$ cat config.mk
export PLATFORM = sky130hd
export DESIGN_NAME = sdram_ext_arbiter
export DESIGN_NICKNAME = d
export VERILOG_FILES = /design/src/rtl/sdram_ext_arbiter.sv
export SDC_FILE = /design/constraint.sdc
export NUM_CORES = 1
export LEC_CHECK = 0
export ABC_AREA = 1
export BUFFER_PORTS_ARGS = -buffer_cell sky130_fd_sc_hd__buf_2
export CAP_MARGIN = 20
export CORE_ASPECT_RATIO = 1.75
export CORE_MARGIN = 3
export CORE_UTILIZATION = 28
export CTS_CLUSTER_SIZE = 8
export DETAILED_ROUTE_END_ITERATION = 10
export GPL_ROUTABILITY_DRIVEN = 1
export HOLD_SLACK_MARGIN = 0.06
export PLACE_DENSITY = 0.59
export SYNTH_ARGS = -nofsm -noshare
export SYNTH_HDL_FRONTEND = slang
export SYNTH_SLANG_ARGS = --single-unit
$ cat constraint.sdc
create_clock -name PixelClk2 -period 3.7 [get_ports PixelClk2]
set_input_delay 0.37 -clock PixelClk2 [delete_from_list [all_inputs] [get_ports PixelClk2]]
set_output_delay 0.37 -clock PixelClk2 [all_outputs]
set_load 0.05 [all_outputs]
$ cat src/rtl/sdram_ext_arbiter.sv
// Purpose: two-master arbiter sharing the SDRAM controller Ext command port.
// Latency: ExtReq one edge after the Req-sampling edge; Mx_Ready one edge after ExtReady is seen low again.
// Backpressure: whole transactions are serialised; the other master's Req is held off until IDLE.
//
// Ports:
//   PixelClk2, RESETn              clock, asynchronous active-low reset
//   M0_* / M1_*                    master command ports (Addr, DataWrite, DataMask, OP, Req)
//                                  and completion (Ready, DataRead), 4-phase handshake
//   Ext*                           registered command to / response from the SDRAM controller
//   Grant                          one-hot owner of the current transaction, 00 in IDLE
//   Timeout                        sticky flag: ISSUE lasted TIMEOUT cycles without ExtReady
module sdram_ext_arbiter #(
  parameter int ROUND_ROBIN = 1,
  parameter int TIMEOUT     = 4096
) (
  input  logic        PixelClk2,
  input  logic        RESETn,
  input  logic [23:0] M0_Addr,
  input  logic [15:0] M0_DataWrite,
  input  logic [1:0]  M0_DataMask,
  input  logic        M0_OP,
  input  logic        M0_Req,
  output logic        M0_Ready,
  output logic [15:0] M0_DataRead,
  input  logic [23:0] M1_Addr,
  input  logic [15:0] M1_DataWrite,
  input  logic [1:0]  M1_DataMask,
  input  logic        M1_OP,
  input  logic        M1_Req,
  output logic        M1_Ready,
  output logic [15:0] M1_DataRead,
  output logic [23:0] ExtAddr,
  output logic [15:0] ExtDataWrite,
  output logic [1:0]  ExtDataMask,
  output logic        ExtOP,
  output logic        ExtReq,
  input  logic        ExtReady,
  input  logic [15:0] ExtDataRead,
  output logic [1:0]  Grant,
  output logic        Timeout
);

  typedef enum logic [1:0] {
    S_IDLE  = 2'd0,
    S_ISSUE = 2'd1,
    S_DRAIN = 2'd2,
    S_ACK   = 2'd3
  } state_t;

  localparam logic [15:0] TIMEOUT_W = 16'(TIMEOUT);

  state_t      state;
  state_t      state_next;
  logic        last_grant;   // 0 = M0, 1 = M1
  logic [15:0] wd_cnt;

  logic        grant_en;
  logic        grant_sel;    // master chosen this cycle: 0 = M0, 1 = M1
  logic        capture_en;
  logic        ready_set;
  logic        ready_clr;
  logic        owner_req;

  // Grant[1] doubles as the owner index for the whole transaction.
  assign owner_req = Grant[1] ? M1_Req : M0_Req;

  always_ff @(posedge PixelClk2 or negedge RESETn) begin
    if (!RESETn) begin
      state <= S_IDLE;
    end else begin
      state <= state_next;
    end
  end

  always_comb begin
    state_next = state;
    grant_en   = 1'b0;
    grant_sel  = 1'b0;
    capture_en = 1'b0;
    ready_set  = 1'b0;
    ready_clr  = 1'b0;
    case (state)
      S_IDLE: begin
        if (M0_Req && M1_Req) begin
          grant_en  = 1'b1;
          // Tie: alternate against the previous owner, or fixed M0 priority.
          grant_sel = (ROUND_ROBIN != 0) ? ~last_grant : 1'b0;
        end else if (M0_Req) begin
          grant_en  = 1'b1;
          grant_sel = 1'b0;
        end else if (M1_Req) begin
          grant_en  = 1'b1;
          grant_sel = 1'b1;
        end
        if (grant_en) begin
          state_next = S_ISSUE;
        end
      end
      S_ISSUE: begin
        if (ExtReady) begin
          capture_en = 1'b1;
          state_next = S_DRAIN;
        end
      end
      S_DRAIN: begin
        // Wait out a level-style ExtReady so one response is never counted twice.
        if (!ExtReady) begin
          ready_set  = 1'b1;
          state_next = S_ACK;
        end
      end
      S_ACK: begin
        if (!owner_req) begin
          ready_clr  = 1'b1;
          state_next = S_IDLE;
        end
      end
      default: state_next = S_IDLE;
    endcase
  end

  always_ff @(posedge PixelClk2 or negedge RESETn) begin
    if (!RESETn) begin
      ExtAddr      <= '0;
      ExtDataWrite <= '0;
      ExtDataMask  <= '0;
      ExtOP        <= 1'b0;
      ExtReq       <= 1'b0;
      Grant        <= '0;
      last_grant   <= 1'b1;  // M0 wins the first tie
      wd_cnt       <= '0;
      Timeout      <= 1'b0;
      M0_Ready     <= 1'b0;
      M1_Ready     <= 1'b0;
      M0_DataRead  <= '0;
      M1_DataRead  <= '0;
    end else begin
      if (grant_en) begin
        // Command fields stay put after the transaction; only the next grant reloads them.
        ExtAddr      <= grant_sel ? M1_Addr      : M0_Addr;
        ExtDataWrite <= grant_sel ? M1_DataWrite : M0_DataWrite;
        ExtDataMask  <= grant_sel ? M1_DataMask  : M0_DataMask;
        ExtOP        <= grant_sel ? M1_OP        : M0_OP;
        ExtReq       <= 1'b1;
        Grant        <= grant_sel ? 2'b10 : 2'b01;
        last_grant   <= grant_sel;
        wd_cnt       <= '0;
      end

      if (capture_en) begin
        ExtReq <= 1'b0;
        if (Grant[1]) begin
          M1_DataRead <= ExtDataRead;
        end else begin
          M0_DataRead <= ExtDataRead;
        end
      end

      // Watchdog only flags a stuck controller; the transaction keeps waiting.
      if ((state == S_ISSUE) && !ExtReady) begin
        if (wd_cnt != 16'hFFFF) begin
          wd_cnt <= wd_cnt + 16'd1;
        end
        if (wd_cnt >= (TIMEOUT_W - 16'd1)) begin
          Timeout <= 1'b1;
        end
      end

      if (ready_set) begin
        if (Grant[1]) begin
          M1_Ready <= 1'b1;
        end else begin
          M0_Ready <= 1'b1;
        end
      end

      if (ready_clr) begin
        M0_Ready <= 1'b0;
        M1_Ready <= 1'b0;
        Grant    <= 2'b00;
      end
    end
  end

endmodule

==> results.md, run 1 <==
* Routed Antenna Nets at 0
* Critical path required time at approximately 3.9 ns
* Max_slew headroom at between 30% and 40%
* Final slew viol count at 0
* CTS Buffer Depth at 2
* Hpwl dp at between 10,000 and 15,000 um
* Mapped Area at between 4000 and 5000 um2
* Cells after Synth at 637
* Post-synthesis area per instance at 7.800 um2
* Synth unique cells at 28
* Nets at just over 900
* Async SR Flop Fraction at 100.0%
* Setup TNS at 0 ns
* Die footprint at between 15,000 and 20,000 um2
* IO Pins at between 150 and 200
* Setup CP Type: reg -> reg
* Synth warnings at 0
* Post-synth EDFFs at 0
* Vias in the first global route at 4,383
* Vias per Instance at between 4 and 5
* PostCTS Resize Cnt at 0
* R2R Path Start: state[0]
* Met3 Wirelength at between 500 and 600 um
* Routed wire length at 13,620 um
* Register bit total from synthesis at 100
* Starting Density at between 20% and 30%
* DR top layer: met4
* Max cap viols at 0
* Reg2reg end: ExtDataWrite[9]
* Crit-path cells: inv_1 -> ha_1 -> o21ai_4 -> buf_4 -> a21oi_1 -> o21ai_0 -> nand2_1
* Root Buffer: clkbuf_16
* Maximum vdd drop at between 300 and 400 uV
* CORE AREA at between 15,000 and 20,000 um2
* Share of layout cells above drive strength 1 at 28.33%
* WP buf/inv at 2
* Routed wire per std cell at approximately 13 um
* Clock skew at 0.006461 ns
* Pleak at 3.622 nW
* CP peak stage delay at 0.50 ns
* Row count at 63
* RD Place Congestion at 0.8210
* Crit. End Element: flop
* Grt ovf at 0
* Startpoint class of the critical path: flop
* Met2 Wirelength at between 7000 and 8000 um
* Met1 WL at approximately 5400 um
* WP depth at 7
* 1st-iter DRT viols at 241
* Setup violations, final at 0
* Endpoints failing hold at 0
* Initial antenna violation count at 0
* Chip height at between 150 and 200 um
* TritonRoute pass-1 iters at 4
* Area Overhead vs Synth at 29.46%
* Port buffer count at 187
* Max H-tree Level at 3
* Worst hold slack at between 0.2 and 0.3 ns
* Antenna cells at 0
* Inserted Clock Buffers at 9
* Clk sink count at 100
* Largest net degree at the start of global routing at 90
* Worst path top cell family by delay: buffers and inverters
* Worst-path maximum fanout at 41
* Worst skew pair latency at 0.34 ns
* Final worst path period share at between 50% and 60%
* RSZ-0062 raised after global routing: false
* Worst Setup SP: state[0]
* F_max at 481.0 MHz
* Die W at roughly 110 um
* Post-route DRC at 0
* Vias post-DR at roughly 4,500
* Crit path capture: ExtDataWrite[9]
* Crit-path slowest cell: buf_4
* Worst slew pin tran at just over 1 ns
* Hold Crit Class: in -> reg
* Clk slew on worst S/H paths at roughly 0.080 ns
* Syn_nets at between 700 and 800
* Sequential area share after synthesis at just over 50%
* CP arrival at 2.31 ns
* Power density cells at between 900 and 1000 nW/um2
* First-pass GRT wire length at approximately 22,000 um
* Total Routing Usage GR at roughly 14%
* Cells on worst reg2reg path at 7
* Min cycle time layout at about 2.1 ns
* Ys flop type: dfrtp_1
* Worst reg2reg setup slack at 1.62 ns
* Status: finished clean
* CTS tree: done
[worst reg2reg max path, cell delays in order, from the launching register on]
cell     delay (ns)
dfrtp_1        0.40
inv_1          0.10
ha_1           0.28
o21ai_4        0.39
buf_4          0.53
a21oi_1        0.08
o21ai_0        0.11
nand2_1        0.08
[how the worst min path moves through the flow]
stage                           start  cells after the start           to  slack, ns
after floorplan                RESETn                      0   ExtAddr[0]       0.07
after global placement         RESETn                      1   ExtAddr[0]       0.23
after detailed placement       RESETn                      1   ExtAddr[2]       0.23
after CTS                 M1_Addr[12]                      3  ExtAddr[12]       0.24
after global routing      M1_Addr[21]                      3  ExtAddr[21]       0.24
final                     M1_Addr[21]                      3  ExtAddr[21]       0.25
[logic make-up after synthesis]
group | count (synthesis) | share of synthesized area [%]
xor+xnor | 6 | 1.058
buf+inv | 121 | 9.796
simple gates | 269 | 23.22
fa+ha+maj | 6 | 1.511
flops | 100 | 50.39
compound gates | 135 | 14.03
[what timing repair did]
item	in CTS	in global routing
hold endpoints to repair	12	0
setup buffers	0	0
hold buffers	1	0
[cell usage after synthesis, types with 3 or more instances]
library cell  instances  area, um2
a21oi_1              47      235.2
buf_2                10      50.05
buf_4                 5      37.54
clkbuf_1             11      41.29
dfrtp_1              99       2477
ha_1                  6      75.07
inv_1                91      341.6
inv_2                 3      11.26
nand2_1             198      743.2
nand2_2               4      25.02
nand3_1              25      125.1
nand4_1               3      18.77
nor2_1               23      86.33
nor2_2                4      25.02
nor2_4                4      45.04
o21ai_0              84      420.4
xor2_1                4      35.03
[placed cells by master, fill, tap and decap left out]
| cell | n |
|---|---|
| nor2_4 | 4 |
| dlygate4sd3_1 | 1 |
| inv_6 | 1 |
| o211ai_1 | 1 |
| nand2_2 | 4 |
| clkinv_4 | 2 |
| bufinv_16 | 1 |
| buf_2 | 186 |
| nand3b_1 | 2 |
| nand2_4 | 2 |
| inv_8 | 3 |
| ha_1 | 6 |
| xnor2_1 | 2 |
| dfstp_2 | 1 |
| o21ai_0 | 84 |
| nand4_4 | 1 |
| clkbuf_16 | 9 |
| inv_2 | 3 |
| a21oi_1 | 47 |
| and2_1 | 1 |
| o21ai_4 | 1 |
| nand3_2 | 2 |
| buf_4 | 5 |
| nor2_1 | 23 |
| inv_1 | 91 |
| buf_12 | 1 |
| dfrtp_1 | 99 |
| o21ai_2 | 2 |
| xor2_1 | 4 |
| nand2_1 | 198 |
| nand4_1 | 3 |
| nand3_1 | 25 |
| nor2_2 | 4 |
[cell type report]
class / instances / area [um2]
inverter: 94 / 352.8
tap: 227 / 284.0
multi-input combinational: 416 / 1978
fill: 1929 / 10750
timing repair buffer: 193 / 998.5
clock inverter: 7 / 90.09
sequential: 100 / 2504
clock buffer: 9 / 225.2
[metrics by stage]
step	cell area, um2	power [W]	utilization, %	setup WS, ns	instances
2_1_floorplan	4969	0.004138	-	2.184	637
3_3_place_gp	6107	0.004895	35.54	1.440	1029
3_5_place_dp	6107	0.004926	35.54	1.443	1029
4_1_cts	6432	0.005958	37.43	1.610	1046
5_1_grt	6432	0.006283	37.43	1.398	1046
6_report	6432	0.005880	37.43	1.621	1046
[state kept, by name, summed over array words and instances, names as in the netlist]
name	count
last_grant	1
ExtDataMask	2
M0_Ready	1
ExtAddr	24
wd_cnt	16
ExtReq	1
ExtOP	1
M0_DataRead	16
Timeout	1
ExtDataWrite	16
M1_DataRead	16
M1_Ready	1
state	2
Grant	2
[per-layer routing]
layer / track usage, % / vias up
li1: - / 2346
met1: 16.49 / 2055
met2: 25.90 / 107
met3: 2.584 / 14
met4: 4.711 / 0
met5: 0 / -
[where the power goes]
part / switching (W) / leakage, nW / total, W / internal, W
Combinational: 0.00239 / 2.21 / 0.00307 / 0.000675
Clock: 0.000465 / 0.156 / 0.00101 / 0.000545
Sequential: 0.000256 / 1.26 / 0.00180 / 0.00155
Power figures use the tool's default switching activity.
==> run 2: changes to the inputs <==
- PLACE_DENSITY: 0.59 -> 0.6
- clock period: 3.7 -> 1.8 ns (I/O delays scaled with it)
==> run 2 against run 1 <==
Effect of this change: flip-flop and latch count is the same; critical path depth fell by 1; clock power rose by 110%; core utilization grew 3.1 points; critical endpoint is now ExtAddr[13].
==> results.md, run 2 (same netlist as run 1, synthesis figures left out) <==
* Setup CP Type: reg -> reg (unchanged)
* Crit-path slowest cell: dfrtp_1 (was buf_4)
* Maximum vdd drop at 941.3 uV (was 383.1 uV)
* Crit path capture: ExtAddr[13] (was ExtDataWrite[9])
* Worst reg2reg setup slack at 0.13 ns (was 1.62 ns)
* Vias per Instance at 4.352 (was 4.323)
* Total Routing Usage GR at 14.72% (was 14.19%)
* Largest net degree at the start of global routing at 45 (was 90)
* Routed Antenna Nets at 0 (unchanged)
* Worst slew pin tran at 0.4449 ns (was 1.039 ns)
* Reg2reg end: ExtAddr[13] (was ExtDataWrite[9])
* Area Overhead vs Synth at 40.27% (was 29.46%)
* Worst skew pair latency at 0.35 ns (was 0.34 ns)
* Share of layout cells above drive strength 1 at 27.89% (was 28.33%)
* Critical path required time at 2.03 ns (was 3.93 ns)
* Pleak at 3.861 nW (was 3.622 nW)
* Max FFs per register at 24 (unchanged)
* Nets at 972 (was 927)
* Crit-path cells: inv_1 -> ha_1 -> nand3_2 -> buf_12 -> o21ai_0 -> nand2_1 (was inv_1 -> ha_1 -> o21ai_4 -> buf_4 -> a21oi_1 -> o21ai_0 -> nand2_1)
* Chip height at 182.2 um (unchanged)
* Commonest cells after routing, fill and taps aside: 198 x nand2_1, 186 x buf_2, 99 x dfrtp_1, 91 x inv_1, 84 x o21ai_0 (unchanged)
* Reg with most FFs: ExtAddr (unchanged)
* Max H-tree Level at 3 (unchanged)
* F_max at 597.1 MHz (was 481.0 MHz)
* Startpoint class of the critical path: flop (unchanged)
* Inserted Clock Buffers at 9 (unchanged)
* CORE AREA at 17,180 um2 (unchanged)
* Cells on worst reg2reg path at 6 (was 7)
* Routed wire per std cell at 13.03 um (was 13.02 um)
* Clk sink count at 100 (unchanged)
* Die footprint at 19,440 um2 (unchanged)
* Setup violations, final at 0 (unchanged)
* Starting Density at 28.91% (unchanged)
* Fin util at 40.56% (was 37.43%)
* First-pass GRT wire length at 22,860 um (was 22,110 um)
* RD Place Congestion at 0.8506 (was 0.8210)
* Final worst path period share at 93.04% (was 56.19%)
* Max_slew headroom at 70.23% (was 30.47%)
* Grt ovf at 0 (unchanged)
* Hold Crit Class: in -> reg (unchanged)
* CP peak stage delay at 0.42 ns (was 0.50 ns)
* Commonest non-fill, non-tap cell in the layout: nand2_1 (unchanged)
* Tot Pwr at 0.01246 W (was 0.005880 W)
* Crit. End Element: flop (unchanged)
* Initial antenna violation count at 1 (was 0)
* IO Pins at 188 (unchanged)
* Vias in the first global route at 4,695 (was 4,383)
* Die W at 106.7 um (unchanged)
* Port buffer count at 187 (unchanged)
* Routed wire length at 14,230 um (was 13,620 um)
* Min cycle time layout at 1.675 ns (was 2.079 ns)
* Hold path depth at 3 (unchanged)
* Max cap viols at 0 (unchanged)
* Power density cells at 1787 nW/um2 (was 914.1 nW/um2)
* Vias post-DR at 4,752 (was 4,522)
* R2R Path Start: state[1] (was state[0])
* CP arrival at 1.91 ns (was 2.31 ns)
* Setup TNS at 0 ns (unchanged)
* Root Buffer: clkbuf_16 (unchanged)
* CTS tree: done (unchanged)
* Hold Startpoint: M1_DataWrite[1] (was M1_Addr[21])
* RSZ-0062 raised after global routing: false (unchanged)
* Final slew viol count at 0 (unchanged)
* Row count at 63 (unchanged)
* Clk slew on worst S/H paths at 0.07 ns (was 0.08 ns)
* TritonRoute pass-1 iters at 4 (unchanged)
* Clock skew at 0.008371 ns (was 0.006461 ns)
* Worst Setup SP: state[1] (was state[0])
* Post-route DRC at 0 (unchanged)
* CTS Buffer Depth at 2 (unchanged)
* Worst-path maximum fanout at 41 (unchanged)
* Endpoints failing hold at 0 (unchanged)
* Status: finished clean (unchanged)
* Hpwl dp at 10,400 um (was 10,140 um)
* 1st-iter DRT viols at 200 (was 241)
run 2: cell types whose count changed in the layout (fill, tap and decap cells not counted):
cell / previous run / this run
diode_2: 0 / 1
clkbuf_1: 0 / 1
bufinv_16: 1 / 2
inv_8: 3 / 0
dlygate4sd3_1: 1 / 36
buf_4: 5 / 7
buf_12: 1 / 9
inv_6: 1 / 2
run 2: how the worst min path moves through the flow:
stage / to / slack, ns
floorplan: ExtAddr[0] / -0.12
global placement: ExtAddr[1] / 0.12
detailed placement: ExtAddr[1] / 0.12
CTS: ExtDataWrite[11] / 0.06
global route: ExtDataWrite[1] / 0.08
finish: ExtDataWrite[1] / 0.07
run 2: per-layer routing:
metal / part of all wire (%) / up-vias / global-route usage [%]
met4: 3.0 / 0 / 6.759
met1: 39 / 2173 / 16.09
met3: 4.2 / 22 / 2.478
li1: - / 2432 / -
met5: 0 / - / 0
met2: 53 / 125 / 27.23
run 2: critical path: cells and delay by family, from the launching register on:
family | cells | cell delay, ns
AO/OA/AOI/OAI | 1 | 0.22
adder cells (fa/ha/maj) | 1 | 0.27
AND/OR/NAND/NOR | 2 | 0.28
buffers and inverters | 2 | 0.34
flip-flops | 1 | 0.42
run 2: layout make-up:
| class | instances | area [um2] |
|---|---|---|
| Fill cell | 1806 | 10210 |
| Sequential cell | 100 | 2504 |
| Multi-Input combinational cell | 416 | 1978 |
| Timing Repair Buffer | 238 | 1524 |
| Inverter | 94 | 352.8 |
| Tap cell | 227 | 284.0 |
| Clock buffer | 10 | 229.0 |
| Clock inverter | 6 | 95.09 |
| Antenna cell | 1 | 2.502 |
run 2: stage by stage:
| step | cells | hold WS [ns] | cell area (um2) | worst slack [ns] |
|---|---|---|---|---|
| floorplan | 637 | -0.1156 | 4969 | 0.2837 |
| global placement | 1039 | 0.1235 | 6282 | 0.2039 |
| detailed placement | 1039 | 0.1216 | 6282 | 0.1656 |
| CTS | 1091 | 0.06142 | 6967 | 0.1376 |
| global route | 1092 | 0.07505 | 6969 | 0.003030 |
| finish | 1092 | 0.07300 | 6969 | 0.1253 |
run 2: repair_timing:
item	in CTS	in global routing
hold buffers	36	0
hold endpoints to repair	54	0
buffers inserted	0	0
gates resized for setup	0	0
run 2: power by group:
part / switching [W] / leakage, nW / internal [W]
Clock: 0.000915 / 0.158 / 0.00124
Combinational: 0.00500 / 2.44 / 0.00162
Sequential: 0.000504 / 1.26 / 0.00318
